--- src/rtl/fetch_pkg.sv ---
// fetch_pkg: shared types and constants for the instruction fetch stage
package fetch_pkg;
  localparam int XLEN_DEFAULT = 32;
  localparam logic [31:0] NOP_INSTR_DEFAULT = 32'h0000_0013;
  typedef enum logic [1:0] {IDLE, REQ, WAIT, HOLD} fetch_state_e;
endpackage

--- src/rtl/fetch_watchdog.sv ---
// fetch_watchdog: counts enabled cycles and flags the cycle the count hits TIMEOUT_CYCLES-1
module fetch_watchdog #(
  parameter int TIMEOUT_CYCLES = 255
) (
  input  logic clk_i,
  input  logic rst_i,
  input  logic clr_i,
  input  logic en_i,
  output logic expire_o
);
  localparam logic [15:0] LAST = 16'(TIMEOUT_CYCLES - 1);
  logic [15:0] cnt_q;
  always_ff @(posedge clk_i)
    if (rst_i || clr_i) cnt_q <= '0;
    else if (en_i) cnt_q <= cnt_q + 16'd1;
  assign expire_o = en_i && (cnt_q == LAST);
endmodule

--- src/rtl/instr_fetch_unit.sv ---
// instr_fetch_unit: single-outstanding imem fetch with decode handshake, flush and watchdog.
// Define FETCH_MISALIGN_TRAP_EN to fault on misaligned PCs instead of masking the low bits.
module instr_fetch_unit import fetch_pkg::*; #(
  parameter int XLEN = XLEN_DEFAULT,
  parameter int TIMEOUT_CYCLES = 255,
  parameter logic [XLEN-1:0] NOP_INSTR = XLEN'(NOP_INSTR_DEFAULT)
) (
  input  logic            CLK,
  input  logic            RST,
  input  logic [XLEN-1:0] pc_i,
  input  logic            flush_i,
  output logic            imem_req_o,
  output logic [XLEN-1:0] imem_addr_o,
  input  logic            imem_gnt_i,
  input  logic            imem_rvalid_i,
  input  logic [XLEN-1:0] imem_rdata_i,
  output logic            dec_valid_o,
  input  logic            dec_ready_i,
  output logic [XLEN-1:0] dec_instr_o,
  output logic [XLEN-1:0] dec_pc_o,
  output logic            dec_fault_o,
  output logic            pc_adv_o
);
  fetch_state_e state_q, state_d;
  logic [XLEN-1:0] pc_q, pc_d, instr_q, instr_d;
  logic fault_q, fault_d, drop_q, drop_d;
  logic misalign, gnt_ok, expire;
`ifdef FETCH_MISALIGN_TRAP_EN
  assign misalign = pc_i[1:0] != 2'b00;
`else
  assign misalign = 1'b0;
`endif
  // While a dropped response is still owed, no new request may go out
  assign imem_req_o  = !RST && state_q == REQ && !drop_q && !misalign;
  assign imem_addr_o = {pc_i[XLEN-1:2], 2'b00};
  assign gnt_ok      = imem_req_o && imem_gnt_i;
  assign dec_valid_o = state_q == HOLD;
  assign pc_adv_o    = !RST && dec_valid_o && dec_ready_i && !flush_i;
  assign dec_instr_o = instr_q;
  assign dec_pc_o    = pc_q;
  assign dec_fault_o = fault_q;
  fetch_watchdog #(.TIMEOUT_CYCLES(TIMEOUT_CYCLES)) u_wd (
    .clk_i(CLK),
    .rst_i(RST),
    .clr_i(gnt_ok && !flush_i),
    .en_i(state_q == WAIT),
    .expire_o(expire)
  );
  always_comb begin
    state_d = state_q;
    pc_d    = pc_q;
    instr_d = instr_q;
    fault_d = fault_q;
    drop_d  = drop_q && !imem_rvalid_i;
    case (state_q)
      IDLE: state_d = REQ;
      REQ:
        if (flush_i) begin
          drop_d = drop_d || gnt_ok;
        end else if (misalign) begin
          state_d = HOLD;
          pc_d    = pc_i;
          instr_d = NOP_INSTR;
          fault_d = 1'b1;
        end else if (gnt_ok) begin
          state_d = WAIT;
          pc_d    = pc_i;
        end
      WAIT:
        if (flush_i) begin
          state_d = REQ;
          drop_d  = !imem_rvalid_i;
        end else if (imem_rvalid_i) begin
          state_d = HOLD;
          instr_d = imem_rdata_i;
          fault_d = 1'b0;
        end else if (expire) begin
          state_d = HOLD;
          instr_d = NOP_INSTR;
          fault_d = 1'b1;
          drop_d  = 1'b1;
        end
      HOLD: state_d = (flush_i || dec_ready_i) ? REQ : HOLD;
    endcase
  end
  always_ff @(posedge CLK)
    if (RST) begin
      state_q <= IDLE;
      pc_q    <= '0;
      instr_q <= NOP_INSTR;
      fault_q <= 1'b0;
      drop_q  <= 1'b0;
    end else begin
      state_q <= state_d;
      pc_q    <= pc_d;
      instr_q <= instr_d;
      fault_q <= fault_d;
      drop_q  <= drop_d;
    end
endmodule
--- config.mk ---
export PLATFORM = sky130hd
export DESIGN_NAME = instr_fetch_unit
export DESIGN_NICKNAME = d
export VERILOG_FILES = /design/src/rtl/fetch_pkg.sv /design/src/rtl/fetch_watchdog.sv /design/src/rtl/instr_fetch_unit.sv
export SDC_FILE = /design/constraint.sdc
export NUM_CORES = 1
export LEC_CHECK = 0
export ABC_AREA = 1
export CAP_MARGIN = 20
export CORE_MARGIN = 3
export CORE_UTILIZATION = 37
export CTS_CLUSTER_DIAMETER = 120
export CTS_CLUSTER_SIZE = 24
export DETAILED_ROUTE_END_ITERATION = 7
export PLACE_DENSITY = 0.78
export SYNTH_ARGS = -nofsm -noshare
export SYNTH_HDL_FRONTEND = slang
export SYNTH_HIERARCHICAL = 1
export SYNTH_SLANG_ARGS = --single-unit
--- constraint.sdc ---
create_clock -name CLK -period 2.07 [get_ports CLK]
set_clock_uncertainty 0.2 [all_clocks]
set_input_delay 0.207 -clock CLK [delete_from_list [all_inputs] [get_ports CLK]]
set_output_delay 0.207 -clock CLK [all_outputs]
set_load 0.005 [all_outputs]
# ---- Word level (Yosys, flattened, before mapping)
# Cells that the tools add are included.
dict set report classes {
  addsub 1
  eq_ne 7
  muxes 16
  bitwise 1
  n_reduce_logical 21
}
# operator count
set op_table {}
lappend op_table {{$mux W32} 2}
lappend op_table {{$add A16 B1 Y16 const B} 1}
lappend op_table {{$eq A16 B8 Y1 const B} 1}
lappend op_table {{$mux W2} 6}
lappend op_table {{$logic_and A1 B1 Y1} 9}
lappend op_table {{$reduce_and A3 Y1} 3}
lappend op_table {{$pmux W2 S4} 1}
lappend op_table {{$mux W1} 6}
lappend op_table {{$eq A2 B2 Y1 const B} 2}
lappend op_table {{$logic_not A1 Y1} 4}
lappend op_table {{$ne A2 B2 Y1 const B} 2}
lappend op_table {{$ne A4 B4 Y1 const B} 1}
lappend op_table {{$logic_or A1 B1 Y1} 3}
lappend op_table {{$eq A2 B1 Y1 const B} 1}
lappend op_table {{$logic_not A2 Y1} 1}
lappend op_table {{$pmux W1 S2} 1}
lappend op_table {{$reduce_bool A2 Y1} 1}
lappend op_table {{$not A1 Y1} 1}
dict set report totals {
  regBits 84
  output_inout_bits 100
  wordCells 52
}

# ---- Logic depth before layout (Yosys ltp)
dict set report depth {
  word_depth 7
  mapped_depth 13
  ltp_nobuf 11
}

# ---- Cells and area by module
# The synthesis kept the hierarchy.
# mod instances cells_per_inst area_each_um2 seq_area_each_um2
set by_module_without_submodules {}
lappend by_module_without_submodules {instr_fetch_unit 1 359 2782.7 1361.3}
lappend by_module_without_submodules {fetch_watchdog 1 123 848.3 320.3}

# ---- Worst setup path before layout
# Ideal clock, no wire load.
dict set report synth_timing {
  kind {reg-to-reg}
  from {reg state_q[0]}
  to {reg instr_q[18] (netlist: dec_instr_o[18])}
  arrival_time_ns 1.942
  required_ns 1.738
  path_slack_ns -0.205
  path_stages_with_launch 14
  path_buffers 2
  cell_sequence {dfxtp_1 > inv_1 > ha_1 > nand2_1 > nor2_2 > nand2_2 > nor4_1 > nor2_1 > nor2_2 > inv_1 > buf_4 > buf_6 > nand2_1 > a21oi_1}
}
dict set report synth_via {
  elab_chain_cells 4
}
# item line
set synth_lines {}
lappend synth_lines {{from (decl)} instr_fetch_unit.sv:24} ;# fetch_state_e state_q, state_d;
lappend synth_lines {{from (signal assigned)} instr_fetch_unit.sv:94} ;# state_q <= state_d;
lappend synth_lines {{$eq A2 B2 Y1} instr_fetch_unit.sv:46} ;# .en_i(state_q == WAIT),
lappend synth_lines {{$logic_and A1 B1 Y1} fetch_watchdog.sv:16} ;# assign expire_o = en_i && (cnt_q == LAST);
lappend synth_lines {{named net expire} instr_fetch_unit.sv:27} ;# logic misalign, gnt_ok, expire;
lappend synth_lines {{$reduce_bool A2 Y1 (no line)} --}
lappend synth_lines {{$reduce_and A3 Y1 (no line)} --}
lappend synth_lines {{to (signal assigned)} instr_fetch_unit.sv:96} ;# instr_q <= instr_d;
lappend synth_lines {{to (decl)} instr_fetch_unit.sv:25} ;# logic [XLEN-1:0] pc_q, pc_d, instr_q, instr_d;
# The timed path passes the listed nets, and every way through them passes these cells.
# A chain may end at the register's enable or synchronous reset.

# ---- Worst setup path after layout
dict set report layout_timing {
  from {reg state_q[0]}
  to {reg instr_q[31] (netlist: dec_instr_o[31])}
}
# The elaborated chain is that of the path after synthesis.

==> results.md <==
* Vias at roughly 3,600
* Fin. max-slew vios at 0
* Finish-stage setup viols at 0
* Top-area cell type share of the netlist area at 0.463
* Pwr Total at approximately 3.3 mW
* Post-layout minimum cycle time at roughly 1.9 ns
* Ranking of synthesized cells by area: dfxtp_1 (46%), nand2_1 (17%), a21oi_1 (9.9%)
* Comb pwr share at 0.158
* Path type of the worst min-delay path: input port to flip-flop
* Port bufs at 167
* Crit end category: flip-flop
* Post-DR wirelength/cell at approximately 13 um
* CTS buffer count at 9
* Worst slew pin tran at 0.516 ns
* Avg Cell Area, Syn at approximately 7.5 um2
* Leak pwr at 1.95 nW
* Clock latency on the worst-skew pair at about 0.35 ns
* Boundary pin count at 170
* Antenna-violating nets left at 0
* HPWL Detailed at between 7 and 8 mm
* First-pass GRT wire length at ~16 mm
* Post-DP Area at 5260 um2
* H-tree depth at 3
* Postcts setup bufs at 0
* Relative slew slack at 0.656
* WP data required at 2.09 ns
* Vias/cell at between 4 and 5
* Clk network pwr share at 0.335
* Min Hold Slack at 0.0588 ns
* P_sw at around 910 uW
* Int Pwr at ~2.4 mW
* Core area at approximately 9400 um2
* DRT Wirelength at about 10 mm
* Initial Util at 0.387
* Fraction of layout cells with a size suffix above 1 at 0.0892
* Post-Layout Inst Area at 5470 um2
* Total negative slack at 0 ns
* Initial antenna violation count at 0
* Crit share post-route at 0.924
* Max Root-Sink Buffers at 2
* # diodes at 0
* Rows at 35
* VDD IR max at 0.000362 V
* Vias in the first global route at 3,496
* Largest net degree at the start of global routing at 50
* Tot GR Track Use at 0.176
* Mapped cell area at approximately 3600 um2
* Die footprint at 11,000 um2
* Nature of the critical path startpoint: flip-flop
* Cell taking the most area after synthesis: dfxtp_1
* Data arrival, critical path at slightly below 2 ns
* Root Buffer: clkbuf_8
* Type of the worst setup path: flip-flop to flip-flop
* CTS tree: done
* Seq/Total Area, Yosys at 0.463
* Die Width at between 100 and 150 um
* Area Growth Syn to Fin at 50.8%
* Syn. warnings at 6
* Pre-Repair DR Iteration Count at 4
* DIE HEIGHT at between 100 and 150 um
* Max Clock Freq at 523 MHz
* FF+latch area at approximately 1700 um2
* CP Max Fanout at 6
* Nets at 698
* Flops & latches, synth at 84
* Switching Share at 0.272
* Synth Instances at ~480
* RSZ-0062 raised after global routing: yes
* Placer Congestion at 0.899
* Clk sink count at 84
* Final hold vios at 0
* Power Dens Cells at between 600 and 700 nW/um2
* Seq pwr share at 0.507
* Grt ovf at 0
* MaxCap Viol Count at 0
* Reg clk slew, reported paths at 0.09 ns
* Fillers at 851
* Layout Utilization at 0.584
* Multi-input logic area at between 1500 and 2000 um2
* # DRC at 0
* DR iter-0 viols at between 150 and 200
* Yosys cell types at 32
* Status: completed
==> timing repair <==
action / 4_1_cts / 5_1_grt
gates resized for setup: 7 / 3
setup endpoints to repair: 2 / 32
cloned: 0 / 0
hold buffers: 0 / 0
==> cell usage after synthesis <==
library cell,count
clkinv_1,1
nor2_2,5
nor4_1,1
inv_1,19
clkinv_2,1
nor2_1,29
a21oi_1,72
nor3_1,4
a211oi_1,1
o21ai_0,6
dfxtp_1,84
buf_4,33
xor2_1,3
nand3_2,1
buf_6,4
nand4_4,1
nand2_2,3
ha_1,5
o21bai_1,1
nand2_1,164
a31oi_1,1
nor2_4,4
or2_2,1
a21oi_2,1
nand4_1,4
and3_1,2
inv_2,2
conb_1,1
clkbuf_1,7
nand3_1,11
o22ai_1,3
buf_2,7
==> per-layer routing <==
metal  track usage  part of all wire  up-vias
met2         0.312              0.50      133
met1         0.200              0.42     1628
met5             0                 0        -
li1              -                 -     1791
met3        0.0500             0.068       10
met4        0.0665             0.012        0
==> layout make-up <==
cell class / instances / area share
multi-input cells: 325 / 0.282
clock inverters: 7 / 0.0121
inverters: 23 / 0.0160
well taps: 129 / 0.0295
repair buffers: 180 / 0.329
clock buffers: 9 / 0.0226
flip-flops and latches: 84 / 0.308
==> power groups by stage <==
stage	combinational, mW	clock, mW	sequential (mW)
global placement	0.517	0	1.73
finish	0.530	1.12	1.70
CTS	0.531	1.17	1.70
floorplan	0.237	0	1.73
global route	0.580	1.23	1.70
detailed placement	0.530	0	1.73
==> state kept, by name (all words and copies together), names as in the netlist <==
register	cells
state_q	2
dec_fault_o	1
dec_instr_o	32
u_wd/cnt_q	16
drop_q	1
dec_pc_o	32
==> cell usage in the layout, fill, tap and decap left out, types with 4 or more instances in the layout <==
cell and count:
a21oi_1 72, buf_4 9, clkbuf_8 9, clkdlybuf4s50_1 164, dfxtp_1 81, inv_1 19
nand2_1 164, nand3_1 11, nand4_1 4, nor2_1 28, nor2_2 6, nor2_4 4
nor3_1 4, o21ai_0 6
==> path summary, 6_finish.rpt <==
path | to | slack [ns] | cells after the start | startpoint
setup / recovery | dec_instr_o[31] | 0.16 | 12 | state_q[0]
hold / removal | dec_instr_o[0] | 0.06 | 3 | RST
setup reg to reg | dec_instr_o[31] | 0.16 | 12 | state_q[0]
hold reg to reg | dec_instr_o[6] | 0.27 | 2 | dec_instr_o[6]
==> stage by stage <==
stage               setup slack [ns]  instances
floorplan                    0.00117        483
detailed placement            0.0781        741
CTS                           0.0958        757
finish                         0.158        757
global placement               0.147        741
global route                -0.00270        757
==> logic make-up (layout without fill, tap and decap cells) <==
group,Yosys count,after routing,synth area share
buf+inv,74,219,0.122
compound gates,85,85,0.121
simple gates,230,230,0.269
xor+xnor,3,3,0.00724
other cells,1,2,0.00103
fa+ha+maj,5,5,0.0172
flops,84,84,0.463
==> worst max-delay path, cell delays in order (launching register included) <==
cell	delay (ns)
dfxtp_2	0.35
inv_1	0.10
ha_4	0.14
nand2_1	0.05
nor2_2	0.11
nand2_2	0.10
nor4_4	0.16
nor2_1	0.09
nor2_2	0.11
inv_1	0.09
buf_4	0.16
nand2_1	0.05
a21oi_1	0.07
Note: power is estimated with default switching activity, not from simulation.
